[config.mk]
export PLATFORM = sky130hd
export DESIGN_NAME = cpu_ctrl_fsm
export DESIGN_NICKNAME = d
export VERILOG_FILES = /design/src/rtl/cpu_ctrl_fsm.sv
export SDC_FILE = /design/constraint.sdc
export NUM_CORES = 1
export LEC_CHECK = 0
export ABC_AREA = 1
export BUFFER_PORTS_ARGS = -buffer_cell sky130_fd_sc_hd__buf_2
export CAP_MARGIN = 0
export CORE_UTILIZATION = 47
export CTS_BUF_LIST = sky130_fd_sc_hd__clkbuf_4 sky130_fd_sc_hd__clkbuf_8
export DETAILED_ROUTE_END_ITERATION = 8
export GPL_ROUTABILITY_DRIVEN = 0
export PLACE_DENSITY = 0.76
export SLEW_MARGIN = 20
export SYNTH_ARGS = -nofsm -noshare
export SYNTH_HDL_FRONTEND = slang
export SYNTH_SLANG_ARGS = --single-unit
[constraint.sdc]
create_clock -name clk -period 1.9 [get_ports clk]
set_clock_uncertainty 0.1 [all_clocks]
set_input_delay 0.095 -clock clk [delete_from_list [all_inputs] [get_ports clk]]
set_output_delay 0.095 -clock clk [all_outputs]
set_load 0.01 [all_outputs]
[src/rtl/cpu_ctrl_fsm.sv]
// Multi-cycle control sequencer for the 16-bit core: fetch handshake,
// instruction register, datapath strobes, PC update control, step/halt
// and memory-timeout bus error.
module cpu_ctrl_fsm #(
   parameter int unsigned TIMEOUT = 16,
   parameter int unsigned CNT_W   = 16
) (
   input  logic             clk,
   input  logic             rst,
   input  logic             run,
   input  logic             step_mode,
   input  logic             step,
   output logic             imem_req,
   input  logic             imem_valid,
   input  logic [15:0]      imem_data,
   output logic [15:0]      ir_out,
   output logic             rf_read_en,
   output logic [1:0]       alu_op,
   input  logic             alu_zero,
   output logic             dmem_req,
   output logic             dmem_we,
   input  logic             dmem_ready,
   output logic [1:0]       wb_sel,
   output logic             reg_write_en,
   output logic             pc_write_en,
   output logic             pc_mux,
   output logic [5:0]       offset_val,
   output logic             halted,
   output logic             bus_error,
   output logic             illegal_op,
   output logic [CNT_W-1:0] retired_count,
   output logic [2:0]       state_out
);

   // Wait counter only has to reach TIMEOUT-1 before the limit fires.
   localparam int unsigned WAIT_W = (TIMEOUT > 1) ? $clog2(TIMEOUT) : 1;
   localparam logic [WAIT_W-1:0] WAIT_LAST = WAIT_W'(TIMEOUT - 1);
   localparam logic [CNT_W-1:0]  CNT_MAX   = {CNT_W{1'b1}};

   localparam logic [3:0] OP_ADD  = 4'h0;
   localparam logic [3:0] OP_NAND = 4'h2;
   localparam logic [3:0] OP_LHI  = 4'h3;
   localparam logic [3:0] OP_LW   = 4'h4;
   localparam logic [3:0] OP_SW   = 4'h5;
   localparam logic [3:0] OP_BEQ  = 4'h8;
   localparam logic [3:0] OP_HLT  = 4'hF;

   localparam logic [1:0] ALU_ADD  = 2'b00;
   localparam logic [1:0] ALU_NAND = 2'b01;
   localparam logic [1:0] ALU_SUB  = 2'b10;
   localparam logic [1:0] ALU_IMM  = 2'b11;

   localparam logic [1:0] WB_ALU = 2'b00;
   localparam logic [1:0] WB_MEM = 2'b01;
   localparam logic [1:0] WB_IMM = 2'b10;

   typedef enum logic [2:0] {
      S_IDLE   = 3'd0,
      S_FETCH  = 3'd1,
      S_DECODE = 3'd2,
      S_EXEC   = 3'd3,
      S_MEM    = 3'd4,
      S_WB     = 3'd5,
      S_HALT   = 3'd6
   } state_t;

   state_t              state;
   state_t              retire_nx_c;
   logic [15:0]         ir;
   logic [WAIT_W-1:0]   wait_cnt;
   logic [3:0]          op;
   logic                legal_c;

   assign op        = ir[15:12];
   assign ir_out    = ir;
   assign state_out = state;

   // Opcode legality and where to go after an instruction retires.
   always_comb begin
      legal_c = 1'b0;
      case (op)
         OP_ADD, OP_NAND, OP_LHI, OP_LW, OP_SW, OP_BEQ, OP_HLT: legal_c = 1'b1;
         default:                                               legal_c = 1'b0;
      endcase
      retire_nx_c = (run && !step_mode) ? S_FETCH : S_IDLE;
   end

   // State, instruction register, wait counter, error flag and retire counter.
   always_ff @(posedge clk or posedge rst) begin
      if (rst) begin
         state         <= S_IDLE;
         ir            <= '0;
         wait_cnt      <= '0;
         bus_error     <= 1'b0;
         retired_count <= '0;
      end else begin
         if (pc_write_en && (retired_count != CNT_MAX))
            retired_count <= retired_count + CNT_W'(1);
         case (state)
            S_IDLE: begin
               wait_cnt <= '0;
               if (run && (!step_mode || step))
                  state <= S_FETCH;
            end
            S_FETCH: begin
               if (imem_valid) begin
                  ir       <= imem_data;
                  state    <= S_DECODE;
                  wait_cnt <= '0;
               end else if (wait_cnt == WAIT_LAST) begin
                  bus_error <= 1'b1;
                  state     <= S_HALT;
                  wait_cnt  <= '0;
               end else begin
                  wait_cnt <= wait_cnt + WAIT_W'(1);
               end
            end
            S_DECODE: begin
               if (op == OP_HLT)
                  state <= S_HALT;
               else if (!legal_c)
                  state <= retire_nx_c;
               else
                  state <= S_EXEC;
            end
            S_EXEC: begin
               case (op)
                  OP_ADD, OP_NAND, OP_LHI: state <= S_WB;
                  OP_LW, OP_SW:            state <= S_MEM;
                  OP_BEQ:                  state <= retire_nx_c;
                  default:                 state <= S_IDLE;
               endcase
            end
            S_MEM: begin
               if (dmem_ready) begin
                  wait_cnt <= '0;
                  state    <= (op == OP_LW) ? S_WB : retire_nx_c;
               end else if (wait_cnt == WAIT_LAST) begin
                  bus_error <= 1'b1;
                  state     <= S_HALT;
                  wait_cnt  <= '0;
               end else begin
                  wait_cnt <= wait_cnt + WAIT_W'(1);
               end
            end
            S_WB:    state <= retire_nx_c;
            S_HALT:  state <= S_HALT;
            default: begin
               state    <= S_IDLE;
               wait_cnt <= '0;
            end
         endcase
      end
   end

   // Strobe decode from state and instruction register.
   always_comb begin
      imem_req     = 1'b0;
      rf_read_en   = 1'b0;
      alu_op       = ALU_ADD;
      dmem_req     = 1'b0;
      dmem_we      = 1'b0;
      wb_sel       = WB_ALU;
      reg_write_en = 1'b0;
      pc_write_en  = 1'b0;
      pc_mux       = 1'b0;
      illegal_op   = 1'b0;
      halted       = 1'b0;
      offset_val   = ir[5:0];
      case (state)
         S_FETCH: imem_req = 1'b1;
         S_DECODE: begin
            rf_read_en = 1'b1;
            if (!legal_c) begin
               illegal_op  = 1'b1;
               pc_write_en = 1'b1;
            end
         end
         S_EXEC: begin
            case (op)
               OP_NAND: alu_op = ALU_NAND;
               OP_LHI:  alu_op = ALU_IMM;
               OP_BEQ: begin
                  alu_op      = ALU_SUB;
                  pc_write_en = 1'b1;
                  pc_mux      = alu_zero;
               end
               default: alu_op = ALU_ADD;
            endcase
         end
         S_MEM: begin
            dmem_req = 1'b1;
            dmem_we  = (op == OP_SW);
            if (dmem_ready && (op == OP_SW))
               pc_write_en = 1'b1;
         end
         S_WB: begin
            reg_write_en = 1'b1;
            pc_write_en  = 1'b1;
            case (op)
               OP_LW:   wb_sel = WB_MEM;
               OP_LHI:  wb_sel = WB_IMM;
               default: wb_sel = WB_ALU;
            endcase
         end
         S_HALT:  halted = 1'b1;
         default: halted = 1'b0;
      endcase
   end

endmodule

==> results of run 1 <==
## registers in the layout, indices dropped and copies added, names as in the netlist
register       count
bus_error          1
ir_out            16
retired_count     16
state_out          3
wait_cnt           4
## final cells by class
cell class                      count  area (um^2)
Clock buffer                        5        68.82
Clock inverter                      3        90.09
Fill cell                         398         1531
Inverter                           31        116.4
Multi-Input combinational cell    235         1155
Sequential cell                    40         1001
Tap cell                           67        83.83
Timing Repair Buffer              113        708.2
## per-layer routing
| metal | vias to the layer above | part of all wire, % | global-route usage [%] |
|---|---|---|---|
| li1 | 1223 | - | - |
| met5 | - | 0 | 0 |
| met1 | 1114 | 44 | 28.62 |
| met4 | 0 | 0.74 | 5.011 |
| met3 | 7 | 5.1 | 4.006 |
| met2 | 80 | 50 | 41.64 |
## logic make-up (layout without fill, tap and decap cells)
group           count (synthesis)  in the layout  synth area share (%)
fa+ha+maj                       2              2                 1.065
simple gates                  202            202                 38.36
xor+xnor                       12             12                 4.475
buf+inv                        43            152                 8.525
compound gates                 19             19                 4.955
flops                          40             40                 42.62
## worst register-to-register path: cells and delay by family (launching register included)
family / cells / cell delay [ps]
DFF: 1 / 400
buffers and inverters: 2 / 220
and+or+nand+nor: 9 / 910
## timing repair
action                     CTS  global route
setup endpoints to repair    1            18
resized for setup            0             2
buffers inserted             4             5
hold buffers                17             0
hold endpoints to repair    56             0
## power by group
group / switching, mW / total, mW / internal [mW]
clock: 0.304 / 0.961 / 0.657
sequential: 0.202 / 1.28 / 1.08
combinational: 0.951 / 1.57 / 0.615
total: 1.46 / 3.81 / 2.35
## synth_stat cells (2+ instances only)
cell | n | area share, %
sky130_fd_sc_hd__inv_2 | 7 | 1.1
sky130_fd_sc_hd__inv_1 | 24 | 3.8
sky130_fd_sc_hd__a21oi_1 | 3 | 0.64
sky130_fd_sc_hd__nand4_1 | 4 | 1.1
sky130_fd_sc_hd__nand3_2 | 3 | 1.3
sky130_fd_sc_hd__buf_2 | 4 | 0.85
sky130_fd_sc_hd__xnor2_1 | 5 | 1.9
sky130_fd_sc_hd__nand3_1 | 34 | 7.2
sky130_fd_sc_hd__nor2_1 | 30 | 4.8
sky130_fd_sc_hd__buf_4 | 7 | 2.2
sky130_fd_sc_hd__o21ai_0 | 11 | 2.3
sky130_fd_sc_hd__ha_1 | 2 | 1.1
sky130_fd_sc_hd__xor2_1 | 7 | 2.6
sky130_fd_sc_hd__nor3_1 | 5 | 1.1
sky130_fd_sc_hd__nand2_1 | 117 | 19
sky130_fd_sc_hd__nor2_2 | 3 | 0.80
sky130_fd_sc_hd__dfrtp_1 | 40 | 43
## path summary, 6_finish.rpt
kind	to	cells after the start
worst max-delay path	pc_write_en	8
worst min-delay path	state_out[0]$_DFFE_PP0P_	5
worst max register to register	retired_count[9]$_DFFE_PP0P_	11
worst min register to register	ir_out[11]$_DFFE_PP0P_	2
max in group asynchronous	retired_count[14]$_DFFE_PP0P_	4
min in group asynchronous	wait_cnt[0]$_DFFE_PP0N_	4
## stage by stage
step                area [um^2]  power (mW)
detailed placement         2806       2.750
floorplan                  2349       2.275
CTS                        3166       3.782
finish                     3223       3.805
global route               3223       4.047
global placement           2806       2.705
==> results.sh, run 1 <==
export IMPL_nNetsFinal=452
export IMPL_totalNegativeSetupSlack_ps=0
export IMPL_drt_iter0_drc=197
export IMPL_placed_cells_incl_taps=460
export IMPL_cts_tree="done"
export IMPL_drc=0
export IMPL_global_route_wire_length_before_repair_um=9535
export IMPL_total_of_flip_flops_plus_latches_after_synthesis=40
export IMPL_outcome="finished, final reports clean"
export IMPL_worst_hold_startpoint="step"
export IMPL_slowest_delay_ps=400
export IMPL_worst_slew_pin_transition_ps=499.4
export IMPL_required_ps=1700
export IMPL_cts_htree_levels=2
export IMPL_cp_top_family="simple AND/OR/NAND/NOR gates"
export IMPL_avgRoutedWirePerCell_um=12.01
export IMPL_mostFrequentLayoutCell="sky130_fd_sc_hd__nand2_1"
export IMPL_antennaDiodeCount=0
export IMPL_post_synth_inst_count=318
export IMPL_start_kind="flop"
export IMPL_path_cells="inv_2 -> nand2_1 -> nand2_1 -> nand2_1 -> nor2_2 -> nand2_1 -> nand3_4 -> buf_2"
export IMPL_cap_violations=0
export IMPL_die_width_um=72.69
export IMPL_crit_slowest_cell="sky130_fd_sc_hd__dfrtp_1"
export IMPL_syn_area_um2=2349
export IMPL_crit_type="flop to output port"
export IMPL_initial_core_util_pct=49.39
export IMPL_setup_violations_final=0
export IMPL_worstPathArrival_ps=1580
export IMPL_seq_area_frac_synth_pct=42.62
export IMPL_crit_top_cell="sky130_fd_sc_hd__nand2_1"
export IMPL_final_hold_violation_count=0
export IMPL_tritoncts_num_buffers=5
export IMPL_first_global_vias=2213
export IMPL_synth_async_sr_flop_share_pct=100.0
export IMPL_grt_antenna_before_repair=0
export IMPL_die_height_um=72.69
export IMPL_synth_edf_count=0
export IMPL_cp_startpoint="ir_out[13]$_DFFE_PP0P_"
export IMPL_worstPathBufferInverterCount=2
export IMPL_hold_slack_ps=6.371
export IMPL_io_buffers=78
export IMPL_dieArea_um2=5284
export IMPL_final_setup_worst_slack_ps=120.3
export IMPL_hpwlAfterDp_um=4116
export IMPL_crit_path_end_kind="output port"
export IMPL_io_pins=79
export IMPL_rsz0062_at_grt="no"
export IMPL_fin_util_pct=67.79
export IMPL_crit_path_max_fanout=5
export IMPL_reg2reg_setup_slack_ps=160
export IMPL_areaGrowthSynthToFinish_pct=37.24
export IMPL_layout_common_cells="sky130_fd_sc_hd__nand2_1 (117), sky130_fd_sc_hd__buf_2 (78), sky130_fd_sc_hd__dfrtp_1 (40)"
export IMPL_path_clk_slew_ps=80
export IMPL_final_layout_size_suffix_gt1_share_pct=28.81
export IMPL_globalRouteTotalUtil_pct=23.01
export IMPL_clock_latency_ps=300
export IMPL_cts_root_buffer_cell="sky130_fd_sc_hd__clkbuf_8"
export IMPL_placementRows=25
export IMPL_antenna_violating_nets_post_route=0
export IMPL_irDropWorstVdd_v=0.0007019
export IMPL_grt_start_max_net_pins=41
export IMPL_maxClockFrequency_mhz=561.9
export IMPL_instances_no_fill=494
export IMPL_global_route_overflow_total=0
export IMPL_min_delay_path_class="primary input to flop"
export IMPL_synth_warning_count=0
export IMPL_drt_first_pass_iters=5
export IMPL_vias_per_cell=4.907
export IMPL_max_clock_path_buffers=2
export IMPL_core_area_um2=4755
export IMPL_pre_cts_ws_ps=63.27
export IMPL_yosysUniqueCellTypes=29
export IMPL_wl_um=5933
export IMPL_finalMaxSlewViolations=0
export IMPL_post_route_period_util_pct=93.67
export IMPL_postSynthAreaPerCell_um2=7.385
export IMPL_synth_fp_nets=344
export IMPL_clock_sinks=40
export IMPL_leakage_nw=1.827
export IMPL_power_density_cell_area_nw_per_um2=1181
export IMPL_worst_slew_margin_rel_pct=66.71
export IMPL_synth_flop_cell="sky130_fd_sc_hd__dfrtp_1"
export IMPL_r2r_start="ir_out[13]$_DFFE_PP0P_"
export IMPL_finalCriticalPeriod_ps=1780
export IMPL_via_total_after_detailed_routing=2424
Note: power is estimated with default switching activity, not from simulation.
==> inputs of run 2 (changes only) <==
==> constraint.sdc (replaced) <==
create_clock -name clk -period 2.09 [get_ports clk]
set_clock_uncertainty 0.1 [all_clocks]
set_input_delay 0.1045 -clock clk [delete_from_list [all_inputs] [get_ports clk]]
set_output_delay 0.1045 -clock clk [all_outputs]
set_load 0.01 [all_outputs]
==> run 2 against run 1 <==
Highest routed layer unchanged. Global-route usage fell by 2.1 points. Critical endpoint unchanged. Routed wire length fell by 8.2%. Count of clock-buffer cells in the layout rose by 1. Cell area fell by 3.3%. Sequential share of layout area rose by 1.1 points. Register-to-register slack improved by 90 ps. Power fell by 17%. Die area did not move.
==> results.sh, run 2 (synthesis results as in run 1) <==
export IMPL_post_route_period_util_pct=90.74
export IMPL_worst_slew_pin_transition_ps=475.4
export IMPL_global_route_wire_length_before_repair_um=8625
export IMPL_io_buffers=78
export IMPL_initial_core_util_pct=49.39
export IMPL_irDropWorstVdd_v=0.0006836
export IMPL_cts_root_buffer_cell="sky130_fd_sc_hd__clkbuf_8"
export IMPL_die_width_um=72.69
export IMPL_final_layout_size_suffix_gt1_share_pct=27.21
export IMPL_required_ps=1890
export IMPL_place_area_um2=2761
export IMPL_start_kind="flop"
export IMPL_placementRows=25
export IMPL_crit_path_end_kind="output port"
export IMPL_antennaDiodeCount=0
export IMPL_mostFrequentLayoutCell="sky130_fd_sc_hd__nand2_1"
export IMPL_areaGrowthSynthToFinish_pct=32.71
export IMPL_drt_first_pass_iters=4
export IMPL_min_delay_path_class="primary input to flop"
export IMPL_nNetsFinal=444
export IMPL_clock_latency_ps=290
export IMPL_leakage_nw=1.769
export IMPL_maxClockFrequency_mhz=527.3
export IMPL_layout_common_cells="sky130_fd_sc_hd__nand2_1 (117), sky130_fd_sc_hd__buf_2 (78), sky130_fd_sc_hd__dfrtp_1 (40)"
export IMPL_dieArea_um2=5284
export IMPL_cts_tree="done"
export IMPL_worst_hold_startpoint="step"
export IMPL_hpwlAfterDp_um=3933
export IMPL_drt_iter0_drc=144
export IMPL_io_pins=79
export IMPL_worst_slew_margin_rel_pct=68.30
export IMPL_antenna_violating_nets_post_route=0
export IMPL_vias_per_cell=4.829
export IMPL_placed_cells_incl_taps=454
export IMPL_instances_no_fill=486
export IMPL_via_total_after_detailed_routing=2347
export IMPL_drc=0
export IMPL_final_hold_violation_count=0
export IMPL_tritoncts_num_buffers=5
export IMPL_first_global_vias=2030
export IMPL_core_area_um2=4755
export IMPL_totalNegativeSetupSlack_ps=0
export IMPL_die_height_um=72.69
export IMPL_global_route_overflow_total=0
export IMPL_final_cell_area_um2=3117
export IMPL_cap_violations=0
export IMPL_worstPathArrival_ps=1690
export IMPL_hold_slack_ps=13.78
export IMPL_timing_rr_end="retired_count[10]$_DFFE_PP0P_"
export IMPL_cts_htree_levels=2
export IMPL_grt_antenna_before_repair=0
export IMPL_wl_um=5445
export IMPL_finalMaxSlewViolations=0
export IMPL_power_density_cell_area_nw_per_um2=1009
export IMPL_outcome="finished, final reports clean"
export IMPL_avgRoutedWirePerCell_um=11.20
export IMPL_setup_violations_final=0
export IMPL_min_delay_path_depth=5
export IMPL_max_clock_path_buffers=2
export IMPL_r2r_start="retired_count[0]$_DFFE_PP0P_"
export IMPL_finalCriticalPeriod_ps=1896
export IMPL_timing_reg2reg_worst_path_depth=7
export IMPL_min_delay_worst_endpoint="state_out[0]$_DFFE_PP0P_"
export IMPL_rsz0062_at_grt="no"
export IMPL_clock_sinks=40
export IMPL_globalRouteTotalUtil_pct=20.86
export IMPL_crit_path_max_fanout=11
export IMPL_grt_start_max_net_pins=41
export IMPL_reg2reg_setup_slack_ps=250
export IMPL_path_clk_slew_ps=80
export IMPL_crit_type="flop to output port"
[run 2: changes by cell type in the layout (fill, tap and decap cells not counted)]
cell                        previous run  this run
sky130_fd_sc_hd__buf_4                17         9
sky130_fd_sc_hd__bufinv_16             3         1
sky130_fd_sc_hd__clkbuf_4              0         1
sky130_fd_sc_hd__clkinv_2              0         1
sky130_fd_sc_hd__nand2_4               1         0
sky130_fd_sc_hd__nand2_8               0         1
sky130_fd_sc_hd__nor2_1               29        30
sky130_fd_sc_hd__nor2_4                1         0
[run 2: through the flow]
stage | worst slack [ps] | util (%) | total power [mW]
3_3_place_gp | 270.2 | 58.08 | 2.412
2_1_floorplan | 341.8 | - | 2.068
5_1_grt | 31.62 | 65.55 | 3.361
3_5_place_dp | 169.9 | 58.08 | 2.452
4_1_cts | 111.9 | 64.00 | 3.101
6_report | 193.6 | 65.55 | 3.143
[run 2: cell type report]
class / count / area [um^2]
clock buffers: 6 / 76.32
clock inverters: 2 / 35.03
fillers: 427 / 1638
inverters: 31 / 116.4
multi-input cells: 235 / 1156
flip-flops and latches: 40 / 1001
well taps: 67 / 83.83
repair buffers: 105 / 648.1
[run 2: what timing repair did]
| item | CTS | global route |
|---|---|---|
| endpoints found under the hold margin | 56 | 0 |
| hold buffers | 17 | 0 |
| endpoints found under the setup margin | 0 | 17 |
| buffers inserted | 0 | 7 |
| gates resized for setup | 0 | 1 |
[run 2: how the worst max path moves through the flow]
stage / slack, ps / end / start
floorplan: 340 / retired_count[1]$_DFFE_PP0P_ / retired_count[0]$_DFFE_PP0P_
global placement: 270 / retired_count[0]$_DFFE_PP0P_ / retired_count[0]$_DFFE_PP0P_
detailed placement: 170 / retired_count[5]$_DFFE_PP0P_ / retired_count[1]$_DFFE_PP0P_
CTS: 110 / pc_write_en / ir_out[13]$_DFFE_PP0P_
global route: 30 / pc_write_en / ir_out[13]$_DFFE_PP0P_
finish: 190 / pc_write_en / ir_out[13]$_DFFE_PP0P_
[run 2: critical path, cell delays in order, from the launching register on]
cell and delay, ps:
sky130_fd_sc_hd__dfrtp_1 420, sky130_fd_sc_hd__inv_2 110, sky130_fd_sc_hd__nand2_1 90, sky130_fd_sc_hd__nand2_1 80
sky130_fd_sc_hd__nand2_1 70, sky130_fd_sc_hd__nor2_1 180, sky130_fd_sc_hd__nand2_1 150, sky130_fd_sc_hd__nand3_4 150
sky130_fd_sc_hd__buf_2 150
[run 2: per-layer routing]
metal,vias to the layer above,part of all wire [%],global-route usage [%]
li1,1207,-,-
met1,1053,44,26.70
met2,78,49,35.93
met3,9,5.3,3.453
met4,0,1.8,6.972
met5,-,0,0
[run 2: where the power goes]
group	total [mW]	leakage (nW)	switching, mW	internal, mW
Combinational	1.33	1.18	0.811	0.521
Sequential	1.19	0.528	0.207	0.979
Clock	0.626	0.0586	0.259	0.367
Total	3.14	1.77	1.28	1.87
